### src/rtl/x_delay_line_ctrl.sv
// rtl/x_delay_line_ctrl.sv - measurement sequencer for the x_delay_line tapped delay line
// Optional feature macro: X_DL_CTRL_BUBBLE_EN (adds o_bubble thermometer-bubble flag)
`timescale 1ns/1ps
module x_delay_line_ctrl #(
    parameter int DL_WIDTH     = 32,
    parameter int SYNC_LAT     = 2,
    parameter int GAP          = 4,
    parameter int LOG2_SAMPLES = 3,
    localparam int CW          = $clog2(DL_WIDTH + 1),
    localparam int SW          = CW + LOG2_SAMPLES
) (
    input  logic                i_clk,
    input  logic                i_rst,
    input  logic                i_go,
    output logic                o_busy,
    output logic                o_dl_start,
    input  logic [DL_WIDTH-1:0] i_dl_data,
    output logic                o_valid,
    input  logic                i_ready,
    output logic [SW-1:0]       o_sum,
    output logic [CW-1:0]       o_avg
`ifdef X_DL_CTRL_BUBBLE_EN
    ,
    output logic                o_bubble
`endif
);

    localparam logic [2:0] S_IDLE  = 3'd0;
    localparam logic [2:0] S_FIRE  = 3'd1;
    localparam logic [2:0] S_WAIT  = 3'd2;
    localparam logic [2:0] S_CAPT  = 3'd3;
    localparam logic [2:0] S_DRAIN = 3'd4;
    localparam logic [2:0] S_DONE  = 3'd5;

    // One timer serves both the resync wait and the drain gap, so size it for the longer.
    localparam int TMAX = (SYNC_LAT > GAP) ? SYNC_LAT : GAP;
    localparam int TW   = $clog2(TMAX + 1);
    localparam int NW   = LOG2_SAMPLES + 1;
    localparam logic [NW-1:0] N_SAMPLES = NW'(2 ** LOG2_SAMPLES);

    logic [2:0]    state_q, state_d;
    logic [TW-1:0] tmr_q, tmr_d;
    logic [NW-1:0] cnt_q, cnt_d;
    logic [SW-1:0] acc_q, acc_d;
    logic [SW-1:0] sum_q, sum_d;
    logic [CW-1:0] code;
    logic          launch;

    // Propagation depth: position of the highest set tap plus one, zero when no tap is set.
    always_comb begin
        code = '0;
        for (int i = 0; i < DL_WIDTH; i++) begin
            if (i_dl_data[i]) begin
                code = CW'(i + 1);
            end
        end
    end

    // Sequencer next-state: fire, wait out resync, capture, drain, repeat, then present result.
    always_comb begin
        state_d = state_q;
        tmr_d   = tmr_q;
        cnt_d   = cnt_q;
        acc_d   = acc_q;
        sum_d   = sum_q;
        launch  = 1'b0;
        case (state_q)
            S_IDLE: begin
                if (i_go) begin
                    state_d = S_FIRE;
                    launch  = 1'b1;
                end
            end
            S_FIRE: begin
                state_d = S_WAIT;
                tmr_d   = '0;
            end
            S_WAIT: begin
                if (tmr_q == TW'(SYNC_LAT - 1)) begin
                    state_d = S_CAPT;
                end else begin
                    tmr_d = tmr_q + TW'(1);
                end
            end
            S_CAPT: begin
                acc_d   = acc_q + SW'(code);
                cnt_d   = cnt_q + NW'(1);
                tmr_d   = '0;
                state_d = S_DRAIN;
            end
            S_DRAIN: begin
                if (tmr_q == TW'(GAP - 1)) begin
                    if (cnt_q == N_SAMPLES) begin
                        state_d = S_DONE;
                        sum_d   = acc_q;
                    end else begin
                        state_d = S_FIRE;
                    end
                end else begin
                    tmr_d = tmr_q + TW'(1);
                end
            end
            S_DONE: begin
                if (i_ready) begin
                    if (i_go) begin
                        state_d = S_FIRE;
                        launch  = 1'b1;
                    end else begin
                        state_d = S_IDLE;
                    end
                end
            end
            default: state_d = S_IDLE;
        endcase
        // A fresh measurement always starts from an empty accumulator.
        if (launch) begin
            acc_d = '0;
            cnt_d = '0;
        end
    end

    // Sequencer state registers with synchronous reset.
    always_ff @(posedge i_clk) begin
        if (i_rst) begin
            state_q <= S_IDLE;
            tmr_q   <= '0;
            cnt_q   <= '0;
            acc_q   <= '0;
            sum_q   <= '0;
        end else begin
            state_q <= state_d;
            tmr_q   <= tmr_d;
            cnt_q   <= cnt_d;
            acc_q   <= acc_d;
            sum_q   <= sum_d;
        end
    end

    assign o_busy     = (state_q != S_IDLE) && (state_q != S_DONE);
    assign o_dl_start = (state_q == S_FIRE);
    assign o_valid    = (state_q == S_DONE);
    assign o_sum      = sum_q;
    assign o_avg      = sum_q[SW-1:LOG2_SAMPLES];

`ifdef X_DL_CTRL_BUBBLE_EN
    logic [DL_WIDTH-1:0] dl_inc;
    logic                is_bubble;
    logic                bubble_q, bubble_d;

    // A clean thermometer (ones from bit 0 up) has no overlap with itself plus one.
    assign dl_inc    = i_dl_data + DL_WIDTH'(1);
    assign is_bubble = |(i_dl_data & dl_inc);

    // Sticky bubble flag for the current measurement, cleared when a new one launches.
    always_comb begin
        bubble_d = bubble_q;
        if ((state_q == S_CAPT) && is_bubble) begin
            bubble_d = 1'b1;
        end
        if (launch) begin
            bubble_d = 1'b0;
        end
    end

    // Bubble flag register with synchronous reset.
    always_ff @(posedge i_clk) begin
        if (i_rst) begin
            bubble_q <= 1'b0;
        end else begin
            bubble_q <= bubble_d;
        end
    end

    assign o_bubble = bubble_q;
`endif

endmodule
### config.mk
export PLATFORM = sky130hd
export DESIGN_NAME = x_delay_line_ctrl
export DESIGN_NICKNAME = d
export VERILOG_FILES = /design/src/rtl/x_delay_line_ctrl.sv
export SDC_FILE = /design/constraint.sdc
export NUM_CORES = 1
export LEC_CHECK = 0
export BUFFER_PORTS_ARGS = -buffer_cell sky130_fd_sc_hd__buf_2
export CAP_MARGIN = 20
export CORE_AREA = 2 2 68 70
export DETAILED_ROUTE_END_ITERATION = 12
export DIE_AREA = 0 0 70 72
export PLACE_DENSITY = 0.76
export SLEW_MARGIN = 0
export SYNTH_ARGS = -nofsm -noshare
export SYNTH_HDL_FRONTEND = slang
export SYNTH_SLANG_ARGS = --single-unit
export TNS_END_PERCENT = 1
### constraint.sdc
create_clock -name i_clk -period 2.21 [get_ports i_clk]
set_clock_uncertainty 0.05 [all_clocks]
set_input_delay 0.1105 -clock i_clk [delete_from_list [all_inputs] [get_ports i_clk]]
set_output_delay 0.1105 -clock i_clk [all_outputs]
set_load 0.005 [all_outputs]
# Word level (Yosys, flattened, before mapping)
# Cells that the tools add are included.
# classes
n_addsub	3
n_eq_ne	15
muxes	45
n_reduce_logical	9
# ops
operator	n
6-bit two-way mux	31
3-bit two-way mux	7
3-bit one-hot mux with 6 select lines	1
2-bit inequality test (second input constant)	5
9-bit by 6-bit adder with 9-bit output	1
3-bit by 2-bit equality test with 1-bit output (second input constant)	3
3-bit one-hot mux with 3 select lines	1
3-bit by 1-bit equality test with 1-bit output (second input constant)	2
3-bit equality test (second input constant)	2
3-bit AND reduction	2
3-bit nonzero test	2
4-bit by 1-bit adder with 4-bit output (second input constant)	1
4-bit equality test (second input constant)	1
1-bit two-way mux	4
4-bit AND reduction	1
2-bit OR reduction	2
3-bit by 1-bit adder with 3-bit output (second input constant)	1
3-bit logical NOT	1
3-bit inequality test (second input constant)	1
2-bit by 1-bit inequality test with 1-bit output (second input constant)	1
1-bit one-hot mux with 2 select lines	1
1-bit logical AND	1
# word_totals
ff_bits	28
elab_cells	77

# Logic depth before layout (Yosys ltp)
# logic_depth
ltp_word	33
depth_mapped	13
ltp_nobuf	13

# Least setup slack after synthesis
# OpenSTA, ideal clock, no wires.
# synth_path
path_kind	input port to flip-flop
start	input i_dl_data[14]
end	register acc_q[5]
setup_ns	0.079
arrival_ns	2.208
required_ns	2.081
setup_slack_ns	-0.127
path_stages	10
n_path_buf	0
cell_sequence	or4_1 > o211a_1 > o21ai_1 > a31oi_1 > ha_1 > o21ai_0 > o21bai_1 > a21oi_1 > or4_1 > o211ai_1
# synth_between
elab_chain_len	19
# synth_rtl
element	line_no	rtl
start: declaration	17	input logic [DL_WIDTH-1:0] i_dl_data,
6-bit two-way mux (18 in series)	53	if (i_dl_data[i]) begin
9-bit by 6-bit adder with 9-bit output	86	acc_d = acc_q + SW'(code);
end signal: assignment	128	acc_q <= '0;
end signal: assignment	134	acc_q <= acc_d;
end: declaration	44	logic [SW-1:0] acc_q, acc_d;
# Every way passes these cells.
# A chain may end at the register's enable or synchronous reset.

# Worst setup path after layout
# layout_path
start	input i_dl_data[18]
end	register acc_q[8]
# layout_between
elab_chain_len	15
# layout_rtl
element	line_no
6-bit two-way mux (14 in series)	53
9-bit by 6-bit adder with 9-bit output	86
# Every way passes these cells.

==> reports/results.tsv <==
stage	metric	value	unit
synth	post_synth.cell_area_avg	7.561	um^2
detailed_routing	post-route-drc-count	0	
cts	clk_pin_slew	90	ps
cts	post_cts_buffers	0	
cts	root_buffer	clkbuf_8	
timing	timing.final.crit_period	2275	ps
synth	yosysWarnings	0	
worst_setup_path	crit_path_max_incr_delay	290	ps
worst_setup_path	critPathTopFamily	compound AO/OA/AOI/OAI gates	
worst_setup_path	r2r_slack	440	ps
worst_setup_path	worst-path-stages	15	
pwr	power.internal	1052	uW
timing	setup_viol	3	
timing	drv_slew	0	
worst_setup_path	start_kind	input pin	
pwr	p_seq_frac	0.403	
place	dp_worst_setup_slack	-507.6	ps
global_routing	grt_pass1_wl	7803	um
layout	antennaDiodeCount	0	
place	dp_hpwl	3670	um
pwr	p_sw_frac	0.3470	
detailed_routing	drt_first_iter_violations	69	
synth	syn-instance-count	255	
pwr	leakage	0.001101	uW
synth	syn_nets	303	
pwr	power_frac_clock	0.247	
cts	clock_latency	270	ps
detailed_routing	ant_nets	0	
timing	worst_pin_slew	558.4	ps
timing	max_freq	439.5	MHz
synth	synth_edf_count	0	
detailed_routing	firstDrtPassIters	4	
timing	min_period_over_period	1.030	
layout	area_delta_synth_final	29.85	%
worst_setup_path	worstPathArrival	2390	ps
synth	ys_seq_area_frac	0.2907	
synth	ys_async_sr_fraction	0	
layout	drive_gt1_frac	0.3171	
global_routing	grt_max_degree	17	
worst_setup_path	worstPathCellList	buf_2, buf_4, nor2_1, nand2_1, buf_4, nor2_1, o21ai_0, a21oi_1, ha_1, buf_4, o21ai_0, a21oi_4, o2111ai_1, xor2_1, nor2_1	
pwr	p_switching	558.8	uW
global_routing	antenna_found_initial	0	
worst_setup_path	critPathKind	in -> reg	
layout	layout_common_cells	buf_2, nor2_1, buf_4	
synth	ys_ff_latch	28	
global_routing	grt_overflow	0	
worst_setup_path	r2r_end	acc_q[8]	
floorplan	die_width	70	um
worst_setup_path	cp_slowest_cell	o21ai_0	
layout	final_util	0.5871	
timing	finalHoldViolations	0	
detailed_routing	via_per_inst	5.300	
detailed_routing	totalWireLength	4580	um
hold_path	hold-path-cell-count	3	
synth	ys_types	52	
worst_setup_path	worst_ep_required_time	2330	ps
pwr	p_per_area	643.2	nW/um^2
floorplan	start_util	0.4522	
synth	synthFlopType	dfxtp_1	
detailed_routing	routedWlPerCell	12.05	um
pwr	ir_worst_vdd	0.0005806	V
cts	cts_tree	built	
status	violations	setup timing	
timing	holdWs	129.5	ps
worst_setup_path	end_kind	register	
worst_setup_path	startpoint	i_dl_data[18]	
place	port_buffers	53	
place	place_congestion	0.8565	
worst_setup_path	reg2reg_depth	7	
worst_setup_path	critPathBufInv	4	
cts	cts.sinks	28	
worst_setup_path	rr_startpoint	acc_q[3]	
detailed_routing	vias	2014	
cts	cts_buffers	3	
global_routing	track_usage	0.1818	
timing	tns	-76.20	ps
hold_path	hold_path_class	in -> reg	
synth	synth_area	1928	um^2
floorplan	rows	24	
layout	layout.nets	377	
timing	setup_ws	-65.23	ps
timing	slew_headroom	0.6272	
floorplan	pin_count	54	
global_routing	grt_pass1_vias	1885	
floorplan	coreArea	4264	um^2
pwr	p_comb_frac	0.349	
floorplan	fp.dieH	72	um
timing	rsz0062_at_grt	true	
cts	cts-htree-levels	1	
status	status	complete, but fails checks	
cts	clock_path_buffers	2	
worst_setup_path	worstPathMaxFanout	3	
floorplan	die-area	5040	um^2
worst_setup_path	crit_end	acc_q[8]	
layout	final_common_cell	buf_2	
pwr	power	1610	uW
run	cap_violations	0	
-- metrics by stage --
step	instances	area (um^2)
floorplan	255	1938
global placement	376	2402
detailed placement	376	2402
CTS	380	2495
global route	380	2504
finish	380	2504
-- kinds of logic after synthesis --
family | Yosys count | share of synthesized area
multiplexers | 1 | 0.005192
AND/OR/NAND/NOR | 105 | 0.2771
buffers and inverters | 33 | 0.08630
adder cells (fa/ha/maj) | 12 | 0.08176
flip-flops | 28 | 0.2907
AO/OA/AOI/OAI | 70 | 0.2317
XOR/XNOR | 6 | 0.02725
-- flip-flops by register name, indices dropped and copies added (netlist names) --
signal,cells
acc_q,9
cnt_q,4
o_sum,9
state_q,3
tmr_q,3
-- worst min path at each step --
stage	slack (ps)	from	endpoint
detailed placement	390	o_sum[0]	o_sum[0]
floorplan	130	i_rst	o_sum[0]
global route	130	i_rst	tmr_q[0]
finish	130	i_go	state_q[2]
global placement	390	o_sum[0]	o_sum[0]
CTS	120	i_go	state_q[2]
-- routing by layer --
layer / wire length (um) / vias to the layer above / part of all wire / global-route usage
met4: 55 / 0 / 0.012 / 0.04274
met3: 199 / 6 / 0.043 / 0.02500
met5: 0 / - / 0 / 0
met2: 2135 / 44 / 0.47 / 0.3206
met1: 2190 / 910 / 0.48 / 0.2377
li1: - / 1054 / - / -
-- repair_timing --
| item | CTS | global route |
|---|---|---|
| setup endpoints to repair | 4 | 7 |
| pin swaps | 1 | 0 |
| resized for setup | 3 | 6 |
| hold buffers | 0 | 0 |
-- power groups by stage --
stage | combinational (uW) | sequential (uW) | clock (uW)
global route | 635 | 663 | 435
detailed placement | 552 | 658 | 0
finish | 563 | 649 | 398
floorplan | 454 | 586 | 0
CTS | 558 | 647 | 407
global placement | 537 | 659 | 0
-- worst register-to-register path, stage by stage, from the launching register on --
cell and delay [ps]:
dfxtp_1 350, ha_1 320, buf_4 150, o21ai_0 290
a21oi_4 50, o2111ai_1 230, xor2_1 170, nor2_1 50
-- cell usage after synthesis, drive strengths merged, types with 2 or more instances --
cell type	number	area, um^2
dfxtp	28	560.5
o21ai	13	65.06
ha	11	137.6
nand2	25	101.4
clkbuf	2	7.510
o211ai	3	22.52
nor2	33	126.4
o21a	3	22.52
or4	3	22.52
nor3	13	65.06
a31oi	2	18.77
a21oi	28	140.1
a211oi	3	22.52
o2111ai	3	26.28
xor2	5	43.79
inv	18	67.56
a221oi	2	17.52
nor4	8	71.32
nand2b	5	38.78
nand3	11	55.05
a21o	2	15.01
buf	13	91.33
a2111oi	2	17.52
-- layout make-up --
type | count | area, um^2
inverter | 18 | 67.56
clock buffer | 3 | 41.29
fill | 394 | 1760
multi-input combinational | 194 | 1241
tap | 52 | 65.06
sequential | 28 | 560.5
timing repair buffer | 84 | 498.0
clock inverter | 1 | 30.03
Note: power is estimated with default switching activity, not from simulation.
